**config.mk**
```make
export PLATFORM = sky130hd
export DESIGN_NAME = memory_gateway_master_flat
export DESIGN_NICKNAME = d
export VERILOG_FILES = /design/src/rtl/memory_gateway_master_if.sv /design/src/rtl/memory_gateway_master.sv /design/src/flat_wrapper.sv
export SDC_FILE = /design/constraint.sdc
export NUM_CORES = 1
export LEC_CHECK = 0
export ABC_CLOCK_PERIOD_IN_PS = 6600
export BUFFER_PORTS_ARGS = -buffer_cell sky130_fd_sc_hd__buf_2
export CAP_MARGIN = 0
export CORE_MARGIN = 4
export CORE_UTILIZATION = 59
export CTS_BUF_LIST = sky130_fd_sc_hd__clkbuf_16
export DETAILED_ROUTE_END_ITERATION = 10
export GPL_TIMING_DRIVEN = 1
export HOLD_SLACK_MARGIN = 0.1
export PLACE_DENSITY_LB_ADDON = 0.08
export SYNTH_ARGS = -nofsm -noshare
export SYNTH_HDL_FRONTEND = slang
export SYNTH_SLANG_ARGS = --single-unit
```
**constraint.sdc**
```tcl
create_clock -name clock -period 6.6 [get_ports clock]
set_clock_uncertainty 0.05 [all_clocks]
set_input_delay 1.32 -clock clock [delete_from_list [all_inputs] [get_ports clock]]
set_output_delay 1.32 -clock clock [all_outputs]
set_load 0.1 [all_outputs]
```
**src/rtl/memory_gateway_master_if.sv**
```systemverilog
// Bundle of the core-side request/response handshakes and the gateway control/operand
// signals. The master modport is the gateway master's view; slave is the opposite side.
interface memory_gateway_master_if;
  logic        req_valid;
  logic        req_ready;
  logic [63:0] req_addr;
  logic [15:0] req_wdata;
  logic        req_wen;

  logic        rsp_valid;
  logic        rsp_ready;
  logic [15:0] rsp_rdata;
  logic        rsp_is_write;
  logic        rsp_error;

  logic [63:0] base_pointer;
  logic        ap_start;
  logic        ap_done;
  logic        ap_idle;
  logic        ap_ready;
  logic [63:0] memory_pointer;
  logic [63:0] addr;
  logic [15:0] wdata;
  logic        wen;
  logic [15:0] ap_return;

  modport master (
    input  req_valid, req_addr, req_wdata, req_wen,
    output req_ready,
    output rsp_valid, rsp_rdata, rsp_is_write, rsp_error,
    input  rsp_ready,
    input  base_pointer,
    output ap_start,
    input  ap_done, ap_idle, ap_ready,
    output memory_pointer, addr, wdata, wen,
    input  ap_return
  );

  modport slave (
    output req_valid, req_addr, req_wdata, req_wen,
    input  req_ready,
    input  rsp_valid, rsp_rdata, rsp_is_write, rsp_error,
    output rsp_ready,
    output base_pointer,
    input  ap_start,
    output ap_done, ap_idle, ap_ready,
    input  memory_pointer, addr, wdata, wen,
    output ap_return
  );
endinterface

```
**src/rtl/memory_gateway_master.sv**
```systemverilog
// Buffers core memory requests in a FIFO and drives them one at a time through an
// ap_start/ap_done gateway. Optional issue timeout: MEMORY_GATEWAY_MASTER_TIMEOUT_EN.
module memory_gateway_master #(
  parameter int FIFO_DEPTH     = 4,
  parameter int TIMEOUT_CYCLES = 1024
) (
  input logic                     clock,
  input logic                     reset_n,
  memory_gateway_master_if.master bus
);

  localparam int             PTR_W    = (FIFO_DEPTH > 1) ? $clog2(FIFO_DEPTH) : 1;
  localparam logic [PTR_W:0] FULL_CNT = (PTR_W + 1)'(FIFO_DEPTH);

  typedef struct packed {
    logic [63:0] addr;
    logic [15:0] wdata;
    logic        wen;
  } req_t;

  typedef enum logic [1:0] {IDLE, ISSUE, RESP} state_t;

  req_t             fifo_mem [FIFO_DEPTH];
  logic [PTR_W-1:0] wr_ptr_q, wr_ptr_d;
  logic [PTR_W-1:0] rd_ptr_q, rd_ptr_d;
  logic [PTR_W:0]   count_q, count_d;
  logic             full, empty, push, pop;
  req_t             head;

  state_t      state_q, state_d;
  logic        ap_start_q, ap_start_d;
  logic        rsp_valid_q, rsp_valid_d;
  logic        rsp_is_write_q, rsp_is_write_d;
  logic [15:0] rsp_rdata_q, rsp_rdata_d;
  logic [63:0] addr_q, addr_d;
  logic [15:0] wdata_q, wdata_d;
  logic        wen_q, wen_d;

`ifdef MEMORY_GATEWAY_MASTER_TIMEOUT_EN
  localparam int                TCNT_W    = $clog2(TIMEOUT_CYCLES) + 1;
  localparam logic [TCNT_W-1:0] TCNT_LAST = TCNT_W'(TIMEOUT_CYCLES - 1);
  logic [TCNT_W-1:0] tcnt_q, tcnt_d;
  logic              rsp_error_q, rsp_error_d;
`endif

  assign full  = (count_q == FULL_CNT);
  assign empty = (count_q == '0);
  assign push  = bus.req_valid && !full;
  assign head  = fifo_mem[rd_ptr_q];

  // Queue storage carries no reset: occupancy alone decides which entries are live.
  always_ff @(posedge clock) begin
    if (push) fifo_mem[wr_ptr_q] <= '{bus.req_addr, bus.req_wdata, bus.req_wen};
  end

  always_comb begin
    wr_ptr_d = push ? wr_ptr_q + PTR_W'(1) : wr_ptr_q;
    rd_ptr_d = pop  ? rd_ptr_q + PTR_W'(1) : rd_ptr_q;
    case ({push, pop})
      2'b10:   count_d = count_q + (PTR_W + 1)'(1);
      2'b01:   count_d = count_q - (PTR_W + 1)'(1);
      default: count_d = count_q;
    endcase
  end

  always_comb begin
    state_d        = state_q;
    pop            = 1'b0;
    ap_start_d     = ap_start_q;
    rsp_valid_d    = rsp_valid_q;
    rsp_is_write_d = rsp_is_write_q;
    rsp_rdata_d    = rsp_rdata_q;
    addr_d         = addr_q;
    wdata_d        = wdata_q;
    wen_d          = wen_q;
`ifdef MEMORY_GATEWAY_MASTER_TIMEOUT_EN
    tcnt_d         = tcnt_q;
    rsp_error_d    = rsp_error_q;
`endif
    case (state_q)
      IDLE: begin
        if (!empty && !rsp_valid_q && bus.ap_idle) begin
          pop        = 1'b1;
          addr_d     = head.addr;
          wdata_d    = head.wdata;
          wen_d      = head.wen;
          ap_start_d = 1'b1;
          state_d    = ISSUE;
`ifdef MEMORY_GATEWAY_MASTER_TIMEOUT_EN
          tcnt_d     = '0;
`endif
        end
      end
      ISSUE: begin
        if (bus.ap_done) begin
          // ap_return is only valid in the done cycle, so it is captured here.
          ap_start_d     = 1'b0;
          rsp_rdata_d    = wen_q ? 16'h0000 : bus.ap_return;
          rsp_is_write_d = wen_q;
          rsp_valid_d    = 1'b1;
          state_d        = RESP;
`ifdef MEMORY_GATEWAY_MASTER_TIMEOUT_EN
          rsp_error_d    = 1'b0;
        end else if (tcnt_q == TCNT_LAST) begin
          ap_start_d     = 1'b0;
          rsp_rdata_d    = 16'h0000;
          rsp_is_write_d = wen_q;
          rsp_error_d    = 1'b1;
          rsp_valid_d    = 1'b1;
          state_d        = RESP;
        end else begin
          tcnt_d = tcnt_q + TCNT_W'(1);
`endif
        end
      end
      RESP: begin
        if (bus.rsp_ready) begin
          rsp_valid_d = 1'b0;
          state_d     = IDLE;
        end
      end
      default: state_d = IDLE;
    endcase
  end

  always_ff @(posedge clock or negedge reset_n) begin
    if (!reset_n) begin
      state_q        <= IDLE;
      wr_ptr_q       <= '0;
      rd_ptr_q       <= '0;
      count_q        <= '0;
      ap_start_q     <= 1'b0;
      rsp_valid_q    <= 1'b0;
      rsp_is_write_q <= 1'b0;
      rsp_rdata_q    <= '0;
      addr_q         <= '0;
      wdata_q        <= '0;
      wen_q          <= 1'b0;
`ifdef MEMORY_GATEWAY_MASTER_TIMEOUT_EN
      tcnt_q         <= '0;
      rsp_error_q    <= 1'b0;
`endif
    end else begin
      state_q        <= state_d;
      wr_ptr_q       <= wr_ptr_d;
      rd_ptr_q       <= rd_ptr_d;
      count_q        <= count_d;
      ap_start_q     <= ap_start_d;
      rsp_valid_q    <= rsp_valid_d;
      rsp_is_write_q <= rsp_is_write_d;
      rsp_rdata_q    <= rsp_rdata_d;
      addr_q         <= addr_d;
      wdata_q        <= wdata_d;
      wen_q          <= wen_d;
`ifdef MEMORY_GATEWAY_MASTER_TIMEOUT_EN
      tcnt_q         <= tcnt_d;
      rsp_error_q    <= rsp_error_d;
`endif
    end
  end

  assign bus.req_ready      = !full;
  assign bus.rsp_valid      = rsp_valid_q;
  assign bus.rsp_rdata      = rsp_rdata_q;
  assign bus.rsp_is_write   = rsp_is_write_q;
  assign bus.ap_start       = ap_start_q;
  assign bus.memory_pointer = bus.base_pointer;
  assign bus.addr           = addr_q;
  assign bus.wdata          = wdata_q;
  assign bus.wen            = wen_q;

`ifdef MEMORY_GATEWAY_MASTER_TIMEOUT_EN
  assign bus.rsp_error = rsp_error_q;
  logic unused_ok;
  assign unused_ok = &{1'b0, bus.ap_ready};
`else
  assign bus.rsp_error = 1'b0;
  logic unused_ok;
  assign unused_ok = &{1'b0, bus.ap_ready, (TIMEOUT_CYCLES > 0)};
`endif

endmodule

```
**src/flat_wrapper.sv**
```systemverilog
// flat-port wrapper written by rule: the top's interface ports become plain ports
module memory_gateway_master_flat 
#(
  parameter int FIFO_DEPTH     = 4,
  parameter int TIMEOUT_CYCLES = 1024
)
  (clock, reset_n, bus_req_valid, bus_req_addr, bus_req_wdata, bus_req_wen, bus_req_ready, bus_rsp_valid, bus_rsp_rdata, bus_rsp_is_write, bus_rsp_error, bus_rsp_ready, bus_base_pointer, bus_ap_start, bus_ap_done, bus_ap_idle, bus_ap_ready, bus_memory_pointer, bus_addr, bus_wdata, bus_wen, bus_ap_return);
  memory_gateway_master_if bus_i ();
  input logic clock;
  input logic reset_n;
  input wire logic [$bits(bus_i.req_valid)-1:0] bus_req_valid;
  input wire logic [$bits(bus_i.req_addr)-1:0] bus_req_addr;
  input wire logic [$bits(bus_i.req_wdata)-1:0] bus_req_wdata;
  input wire logic [$bits(bus_i.req_wen)-1:0] bus_req_wen;
  output wire logic [$bits(bus_i.req_ready)-1:0] bus_req_ready;
  output wire logic [$bits(bus_i.rsp_valid)-1:0] bus_rsp_valid;
  output wire logic [$bits(bus_i.rsp_rdata)-1:0] bus_rsp_rdata;
  output wire logic [$bits(bus_i.rsp_is_write)-1:0] bus_rsp_is_write;
  output wire logic [$bits(bus_i.rsp_error)-1:0] bus_rsp_error;
  input wire logic [$bits(bus_i.rsp_ready)-1:0] bus_rsp_ready;
  input wire logic [$bits(bus_i.base_pointer)-1:0] bus_base_pointer;
  output wire logic [$bits(bus_i.ap_start)-1:0] bus_ap_start;
  input wire logic [$bits(bus_i.ap_done)-1:0] bus_ap_done;
  input wire logic [$bits(bus_i.ap_idle)-1:0] bus_ap_idle;
  input wire logic [$bits(bus_i.ap_ready)-1:0] bus_ap_ready;
  output wire logic [$bits(bus_i.memory_pointer)-1:0] bus_memory_pointer;
  output wire logic [$bits(bus_i.addr)-1:0] bus_addr;
  output wire logic [$bits(bus_i.wdata)-1:0] bus_wdata;
  output wire logic [$bits(bus_i.wen)-1:0] bus_wen;
  input wire logic [$bits(bus_i.ap_return)-1:0] bus_ap_return;
  assign bus_i.req_valid = bus_req_valid;
  assign bus_i.req_addr = bus_req_addr;
  assign bus_i.req_wdata = bus_req_wdata;
  assign bus_i.req_wen = bus_req_wen;
  assign bus_req_ready = bus_i.req_ready;
  assign bus_rsp_valid = bus_i.rsp_valid;
  assign bus_rsp_rdata = bus_i.rsp_rdata;
  assign bus_rsp_is_write = bus_i.rsp_is_write;
  assign bus_rsp_error = bus_i.rsp_error;
  assign bus_i.rsp_ready = bus_rsp_ready;
  assign bus_i.base_pointer = bus_base_pointer;
  assign bus_ap_start = bus_i.ap_start;
  assign bus_i.ap_done = bus_ap_done;
  assign bus_i.ap_idle = bus_ap_idle;
  assign bus_i.ap_ready = bus_ap_ready;
  assign bus_memory_pointer = bus_i.memory_pointer;
  assign bus_addr = bus_i.addr;
  assign bus_wdata = bus_i.wdata;
  assign bus_wen = bus_i.wen;
  assign bus_i.ap_return = bus_ap_return;
  memory_gateway_master #(.FIFO_DEPTH(FIFO_DEPTH), .TIMEOUT_CYCLES(TIMEOUT_CYCLES)) u_core (.clock(clock), .reset_n(reset_n), .bus(bus_i));
endmodule
```
==> flow_summary_export.csv <==
group,metric,value,unit
global_route,grt_first_pass_wirelength,49000,um
drt,routed_wl,32000,um
timing,drv_slew,0,
synthesis,yosysWarnings,0,
drt,vias_per_cell,5.63,
setup_path,path_depth,5,
setup_path,cp_max_fo,46,
timing,final.setup.tns,0,ns
setup_path,reg2reg_from,"u_core.state_q[1]",
setup_path,crit_path_max_incr_delay,0.86,ns
setup_path,critPathLaunchType,"input pin",
cts,clockBufferDepth,3,
finish,layout_common_cells,"324 x edfxtp_1, 202 x buf_2, 107 x dfrtp_1",
worst_hold_path,whs_path_depth,1,
timing,max_freq,299,MHz
place,port-buffer-count,203,
finish,final_cell_area,18800,um2
drt,route.antenna.remaining_nets,0,
synthesis,synth_top_area_cell,"edfxtp_1",
cts,postCtsHoldBufs,0,
synthesis,synth_area,16700,um2
cts,cts.reportedPaths.clkPinSlew,0.06,ns
worst_hold_path,hp-start,"u_core.bus.ap_start",
floorplanning,pin_count,334,
setup_path,reg2reg_setup_slack,3.56,ns
floorplanning,fp.dieW,176,um
setup_path,r2r_cells,4,
synthesis,synthCells,781,
drt,via_count,7622,
cts,root_buffer,"clkbuf_16",
place,gp_congestion,0.762,
floorplanning,dieArea,31100,um2
cts,cts_tree,"built",
run_status,status,"finished, final reports clean",
floorplanning,die_h,176,um
setup_path,arrival,3.71,ns
timing,hold_violations,0,
setup_path,critical_path.cell_chain,"buf_2 -> nor4b_4 -> o31a_4 -> buf_4 -> mux2_2",
cts,htreeDepth,2,
global_route,grt_overflow,0,
timing,rsz0062_at_grt,"false",
finish,syn2layout_area_growth,12.6,%
cts,cts_made_buffers,43,
finish,nNetsFinal,1115,
worst_hold_path,hold-path-endpoint,"u_core.bus.ap_start",
place,dp_hpwl,19200,um
global_route,grt_pass1_vias,8454,
cts,clock_sinks,433,
synthesis,synthesis.nets,955,
cts,insertion_delay,0.53,ns
global_route,gr-usage-all-layers,20.8,%
flow_run,cap_viol_max_count,0,
drt,drt-initial-drc-count,418,
synthesis,ys_seq_area_share,74.4,%
setup_path,worst-setup-path-type,"in -> reg",
global_route,grt_max_degree,62,
setup_path,slowest_stage,"buf_4",
cts,cts_resized,0,
floorplanning,rows,61,
timing,worst_slew_pin_slew,1.09,ns
setup_path,r2r_end,"u_core.bus.wdata[6]",
finish,final_common_cell,"edfxtp_1",
synthesis,synth_area_leaders,"edfxtp_1 58%, dfrtp_1 16%, mux4_2 11%",
timing,setup-violations-final,0,
synthesis,synth_area_per_cell,21.4,um2
cts,post-cts-setup-buffers,0,
timing,period_minus_slack,3.35,ns
drt,post_drt_wl_per_cell,23.6,um
floorplanning,initial_utilization,60.1,%
setup_path,crit_buf_inv,2,
synthesis,ys_ff_latch,433,
worst_hold_path,min_path_type,"reg -> reg",
timing,relSlewSlack,27.4,%
place,post_dp_cell_area,17600,um2
setup_path,cp-end-kind,"register",
synthesis,yosysUniqueCellTypes,34,
drt,drc,0,
setup_path,cp.required,6.96,ns
floorplanning,core_area,27900,um2
setup_path,crit_family,"buffers and inverters",
synthesis,synth_top_area_share,58.1,%
timing,timing.final.crit_share,50.7,%
finish,drive_gt1_share,44.9,%
global_route,antenna_found_initial,6,
drt,first_pass_iters,6,
cells by family after synthesis:
family	synth area share [%]
fa+ha+maj	0.493
simple gates	1.54
mux	17.7
xor+xnor	0.314
compound gates	0.807
other cells	0.0224
flops	74.4
buf+inv	4.79
synthesized netlist by cell type, drive strengths merged:
cell,instances
a21o,1
a21oi,1
and2,1
and3,4
buf,86
clkbuf,10
conb,1
dfrtp,109
edfxtp,324
fa,1
ha,5
inv,7
mux2,83
mux2i,1
mux4,81
nand2,16
nand2b,17
nand3b,1
nor2,1
nor3b,1
nor4b,1
o21ai,19
o311a,1
o31a,1
or2,1
or3b,1
xnor2,2
xor2,4
per-stage QoR:
step / hold slack [ns] / utilization [%] / std cells / worst slack (ns)
after floorplan: 0.443 / - / 781 / 2.81
after global placement: 0.409 / 63.0 / 1274 / 2.74
after detailed placement: 0.420 / 63.0 / 1274 / 2.70
after CTS: 0.432 / 67.6 / 1353 / 3.26
after global routing: 0.449 / 67.6 / 1353 / 3.18
final: 0.429 / 67.7 / 1355 / 3.25
how the worst max path moves through the flow:
| stage | from | slack, ns | to |
|---|---|---|---|
| final | bus_ap_idle | 3.25 | u_core.bus.wdata[6] |
| after global routing | bus_ap_idle | 3.18 | u_core.bus.addr[13] |
| after CTS | bus_ap_idle | 3.26 | u_core.bus.wdata[9] |
| after detailed placement | bus_ap_idle | 2.70 | u_core.bus.wdata[9] |
| after global placement | bus_ap_idle | 2.74 | u_core.bus.wdata[8] |
| after floorplan | u_core.count_q[2] | 2.81 | u_core.fifo_mem[0][0] |
registers in the layout, summed over array words and instances (netlist names):
signal and cells:
u_core.rd_ptr_q 2, u_core.bus.rsp_valid 1, u_core.bus.addr 64, u_core.bus.rsp_is_write 1, u_core.bus.rsp_rdata 16, u_core.count_q 3
u_core.bus.ap_start 1, u_core.fifo_mem 324, u_core.bus.wen 1, u_core.state_q 2, u_core.bus.wdata 16, u_core.wr_ptr_q 2
per-layer routing:
layer / track usage (%) / vias up / part of all wire (%)
li1: - / 3318 / -
met1: 25.3 / 3963 / 38
met2: 35.5 / 240 / 51
met3: 6.25 / 89 / 7.4
met4: 7.77 / 12 / 3.5
met5: 0 / - / 0.25
final cells by class:
cell class                 instances  area (um2)
multi-input combinational        245        3510
timing repair buffer             211        1080
tap                              378         473
inverter                           7        26.3
antenna                            2        5.00
clock inverter                    34         168
clock buffer                      45        1130
sequential                       433       12500
fill                            1793        9010
Power is left out: the tool's default activity adds up to more than one toggle a clock period on the data nets, which glitch-free logic cannot reach.
